==> config.mk <==
export PLATFORM = sky130hd
export DESIGN_NAME = div_iter_64_32_2sc
export DESIGN_NICKNAME = d
export VERILOG_FILES = /design/src/rtl/div_iter_64_32_2sc.sv
export SDC_FILE = /design/constraint.sdc
export NUM_CORES = 1
export LEC_CHECK = 0
export CAP_MARGIN = 10
export CORE_ASPECT_RATIO = 1.5
export CORE_MARGIN = 2
export CORE_UTILIZATION = 40
export CTS_CLUSTER_DIAMETER = 60
export DETAILED_ROUTE_END_ITERATION = 10
export PLACE_DENSITY_LB_ADDON = 0.08
export SYNTH_ARGS = -nofsm -noshare
export SYNTH_HDL_FRONTEND = slang
export SYNTH_SLANG_ARGS = --single-unit
==> constraint.sdc <==
create_clock -name clk -period 8.6 [get_ports clk]
set_clock_uncertainty 0.1 [all_clocks]
set_input_delay 2.58 -clock clk [delete_from_list [all_inputs] [get_ports clk]]
set_output_delay 2.58 -clock clk [all_outputs]
set_load 0.02 [all_outputs]
==> src/rtl/div_iter_64_32_2sc.sv <==
// Iterative signed 64/32 divider: restoring radix-2 on magnitudes, one quotient bit per clock.
// Inverse companion of the 32x32 signed multiplier; start/busy/done handshake.
module div_iter_64_32_2sc (
    input  logic        clk,
    input  logic        reset,
    input  logic        start,
    input  logic [63:0] a,
    input  logic [31:0] b,
    output logic [31:0] q,
    output logic [31:0] r,
    output logic        busy,
    output logic        done,
    output logic        div_by_zero,
    output logic        overflow
);

    typedef enum logic [1:0] {IDLE, PREP, CALC, SIGN} state_t;

    state_t      r_state;
    state_t      w_state_next;

    logic [63:0] r_a;
    logic [31:0] r_b;
    logic        r_sa;
    logic        r_sb;
    logic [63:0] r_amag;
    logic [31:0] r_bmag;
    logic [31:0] r_pr;
    logic [63:0] r_qm;
    logic [5:0]  r_cnt;

    logic [63:0] w_amag;
    logic [31:0] w_bmag;
    logic [32:0] w_pr_shift;
    logic [32:0] w_pr_sub;
    logic        w_pr_ge;
    logic        w_neg;
    logic        w_q_legal;
    logic [31:0] w_q_signed;
    logic [31:0] w_r_signed;

    // Magnitudes: the negation of the most negative value wraps to 2^63 / 2^31 unsigned.
    assign w_amag     = r_sa ? (~r_a + 64'd1) : r_a;
    assign w_bmag     = r_sb ? (~r_b + 32'd1) : r_b;

    // The restored remainder is always < b_mag <= 2^31, so 32 bits hold it between steps.
    assign w_pr_shift = {r_pr, r_amag[r_cnt]};
    assign w_pr_ge    = (w_pr_shift >= {1'b0, r_bmag});
    assign w_pr_sub   = w_pr_shift - {1'b0, r_bmag};

    assign w_neg      = r_sa ^ r_sb;
    assign w_q_legal  = w_neg ? (r_qm <= 64'h0000_0000_8000_0000)
                              : (r_qm <= 64'h0000_0000_7FFF_FFFF);
    assign w_q_signed = w_neg ? (~r_qm[31:0] + 32'd1) : r_qm[31:0];
    assign w_r_signed = r_sa  ? (~r_pr + 32'd1) : r_pr;

    always_ff @(posedge clk or negedge reset) begin
        if (!reset) begin
            r_state <= IDLE;
        end else begin
            r_state <= w_state_next;
        end
    end

    always_comb begin
        w_state_next = r_state;
        case (r_state)
            IDLE: if (start) w_state_next = PREP;
            PREP: w_state_next = (r_b == 32'd0) ? IDLE : CALC;
            CALC: if (r_cnt == 6'd0) w_state_next = SIGN;
            SIGN: w_state_next = IDLE;
            default: w_state_next = IDLE;
        endcase
    end

    always_ff @(posedge clk or negedge reset) begin
        if (!reset) begin
            r_a         <= '0;
            r_b         <= '0;
            r_sa        <= 1'b0;
            r_sb        <= 1'b0;
            r_amag      <= '0;
            r_bmag      <= '0;
            r_pr        <= '0;
            r_qm        <= '0;
            r_cnt       <= '0;
            q           <= '0;
            r           <= '0;
            busy        <= 1'b0;
            done        <= 1'b0;
            div_by_zero <= 1'b0;
            overflow    <= 1'b0;
        end else begin
            done <= 1'b0;
            case (r_state)
                IDLE: begin
                    if (start) begin
                        r_a  <= a;
                        r_b  <= b;
                        r_sa <= a[63];
                        r_sb <= b[31];
                        busy <= 1'b1;
                    end
                end
                PREP: begin
                    r_amag <= w_amag;
                    r_bmag <= w_bmag;
                    r_pr   <= '0;
                    r_qm   <= '0;
                    r_cnt  <= 6'd63;
                    if (r_b == 32'd0) begin
                        q           <= 32'hFFFF_FFFF;
                        r           <= r_a[31:0];
                        div_by_zero <= 1'b1;
                        overflow    <= 1'b0;
                        done        <= 1'b1;
                        busy        <= 1'b0;
                    end
                end
                CALC: begin
                    r_pr  <= w_pr_ge ? w_pr_sub[31:0] : w_pr_shift[31:0];
                    r_qm  <= {r_qm[62:0], w_pr_ge};
                    r_cnt <= r_cnt - 6'd1;
                end
                SIGN: begin
                    div_by_zero <= 1'b0;
                    done        <= 1'b1;
                    busy        <= 1'b0;
                    if (w_q_legal) begin
                        q        <= w_q_signed;
                        r        <= w_r_signed;
                        overflow <= 1'b0;
                    end else begin
                        q        <= w_neg ? 32'h8000_0000 : 32'h7FFF_FFFF;
                        r        <= '0;
                        overflow <= 1'b1;
                    end
                end
                default: ;
            endcase
        end
    end

endmodule

==> run summary <==
Worst hold path stage count: 2
Via count: 15200
Clock Path Buffers: 3
Placed cell areas: 21900 µm²
WHS: 387 ps
WP data required: 8880 ps
Worst-path clk slew: 60 ps
Reg2Reg Setup Slack: 2840 ps
Syn. warnings: 0
# Max-Cap Violations: 0
H-tree lvl count: 2
Gate Count Post-Synth: 1974
Share of layout cells above drive strength 1: 0.110
Layout Nets: 2231
Leakage power total: 9.85 nW
Num CTS Buffers: 42
Total grt overflow: 0
First-pass GRT wire length: 85500 µm
Syn nets: 2118
Die Area: 51100 µm²
Count of cell types in the netlist: 66
Worst-path fanout max: 20
Register Area: 9110 µm²
Post-DRT Antenna Nets: 0
Status: complete, no violations
Slew Limit Fails: 0
Total wire length: 55200 µm
Worst Path Arrival: 6040 ps
R2r endpoint: r_pr[24]$_DFFE_PN0P_
Routed wire per std cell: 19.9 µm
Tot Pwr: 7.99 mW
Unrepaired setup endpoints after global routing: false
FFs w/ async S/R, synth: 1.00
Largest net degree at the start of global routing: 143
HPWL reported at the end of detailed placement: 40100 µm
Setup crit end kind: flop
CP max stage delay: 1060 ps
Clock latency on the worst-skew pair: 550 ps
Worst r2r path cells: 16
Final instance area: 23400 µm²
Peak supply drop: 0.000193 V
Core Box Area: 48700 µm²
Part of the cycle the worst path needs: 0.670
ANT cells: 0
Remaining DRCs: 0
Sequential area share after synthesis: 0.462
# hold bufs at CTS: 0
RD Place Congestion: 0.907
Pwr Density: 342 nW/µm²
Die extent in x: 185 µm
Commonest non-fill, non-tap cells in the layout: dfrtp_1, clkdlybuf4s50_1, nor2_1
Initial Util: 0.405
Setup violators final: 0
Commonest non-fill, non-tap cell in the layout: dfrtp_1
Worst hold-check path type: reg2reg
CTS tree: built
Row count: 99
Die Span Y: 276 µm
# fillers: 4600
I/O pin cnt: 167
Main synth FF type: dfrtp_1
Max Clk Rate: 0.174 GHz
CP dominant cell by count: mux4_2
Drt pass-1 iters: 5
Vias in the first global route: 14900
Synth Area per Inst: 9.98 µm²
Setup TNS: 0 ps
Startpoint types: flop
Synthesized area: 19700 µm²
Post-CTS setup repair buffer count: 0
Slew @ Worst Pin: 1200 ps
DR iter-0 viols: 942
Final Hold Fails: 0
Tmin final: 5760 ps
Min-delay src: r[2]$_DFFE_PN0P_
Reg2Reg Launch Point: r_cnt[0]$_DFFE_PN0P_
Cells after DPL: 2699
Hold Path End: r[2]$_DFFE_PN0P_
Max_slew headroom: 0.197
Non-filler cells, final: 2771
I/O Buffers: 166
CP Cell Sequence: mux4_2 > mux4_2 > mux4_2 > inv_1 > ha_1 > inv_1 > fa_1 > a21oi_1 > o211ai_1 > a211o_1 > a31oi_1 > o31a_1 > nor3_1 > or3_1 > a31oi_1 > o2bb2ai_1
GRT Overall Usage: 0.216
Clk sinks: 364
Crit path kind: reg2reg
Clock root buffer master: clkbuf_16
Area Growth Syn to Fin: 18.6%
Initial antenna violation count: 0
Vias per inst: 5.49
Synthesis-stage register bit count: 364
EDFF count, synth: 0
Post-CTS sizing: 0
Slowest cell on the critical path: dfrtp_1
Multi-input gate area: 9700 µm²
## report_power, final
part / leakage, nW / total, mW / internal (mW) / switching, mW
clock: 0.703 / 1.87 / 1.14 / 0.725
sequential: 4.49 / 2.94 / 2.31 / 0.630
combinational: 4.65 / 3.18 / 1.35 / 1.83
total: 9.85 / 7.99 / 4.80 / 3.19
## synthesized netlist by cell type (all sizes together), types with 23 or more instances
library cell  count  area share
buf              30      0.0086
or4              24      0.0097
nand2            81       0.015
o22a             30       0.013
o21ai           163       0.041
o2bb2ai          23       0.010
clkbuf           86       0.016
nor2            166       0.032
a22oi            32       0.012
inv             123       0.023
a21oi           146       0.037
mux2            101       0.058
o31ai            40       0.015
ha               44       0.028
xor2            115       0.051
xnor2            66       0.029
dfrtp           364        0.46
mux2i            25       0.013
o41ai            28       0.013
nand3            84       0.021
## how the worst max path moves through the flow
stage	from	to	slack, ps	cells after the start
global placement	r_cnt[0]$_DFFE_PN0P_	r_pr[24]$_DFFE_PN0P_	2990	16
global route	r_cnt[0]$_DFFE_PN0P_	r_pr[24]$_DFFE_PN0P_	2510	16
finish	r_cnt[0]$_DFFE_PN0P_	r_pr[24]$_DFFE_PN0P_	2840	16
floorplan	r_cnt[0]$_DFFE_PN0P_	r_pr[0]$_DFFE_PN0P_	3700	17
detailed placement	r_cnt[0]$_DFFE_PN0P_	r_pr[24]$_DFFE_PN0P_	2890	16
CTS	r_cnt[0]$_DFFE_PN0P_	r_pr[24]$_DFFE_PN0P_	2870	16
## registers in the layout (all words and copies together), names as in the netlist, named ones only
signal	cells
overflow	1
done	1
r_state	1
div_by_zero	1
r_b	32
r_qm	64
r_a	64
r_pr	32
r_amag	64
r_bmag	32
q	32
r	32
r_cnt	6
busy	1
## per-layer routing
| metal | up-vias | routed length (µm) | GRT usage |
|---|---|---|---|
| li1 | 7280 | - | - |
| met1 | 7525 | 22900 | 0.269 |
| met2 | 330 | 28200 | 0.384 |
| met3 | 90 | 2280 | 0.0284 |
| met4 | 0 | 1810 | 0.0739 |
| met5 | - | 0 | 0 |
## through the flow
stage / util / worst slack, ps
floorplan: - / 3700
global placement: 0.450 / 2990
detailed placement: 0.450 / 2890
CTS: 0.480 / 2870
global route: 0.480 / 2510
finish: 0.480 / 2840
## final cells by class
class	instances	area share
tap	656	0.0351
sequential	364	0.390
clock inverter	12	0.00868
inverter	123	0.0198
clock buffer	60	0.0526
timing repair buffer	185	0.0785
multi-input combinational	1371	0.415
## critical path: cells and delay by family (launching register included)
kind	cells	cell delay, ps
adders and majority gates	2	540
AOI/OAI and AO/OA	7	1640
and+or+nand+nor	2	410
muxes	3	1670
buffers and inverters	2	160
DFF	1	1060
## logic make-up after synthesis
family	share of synthesized area
and+or+nand+nor	0.111
AOI/OAI and AO/OA	0.174
adders and majority gates	0.0290
xor gates and xnor gates	0.0805
buffers and inverters	0.0485
DFF	0.462
muxes	0.0944
No activity file was read; power rests on OpenSTA's default activity.
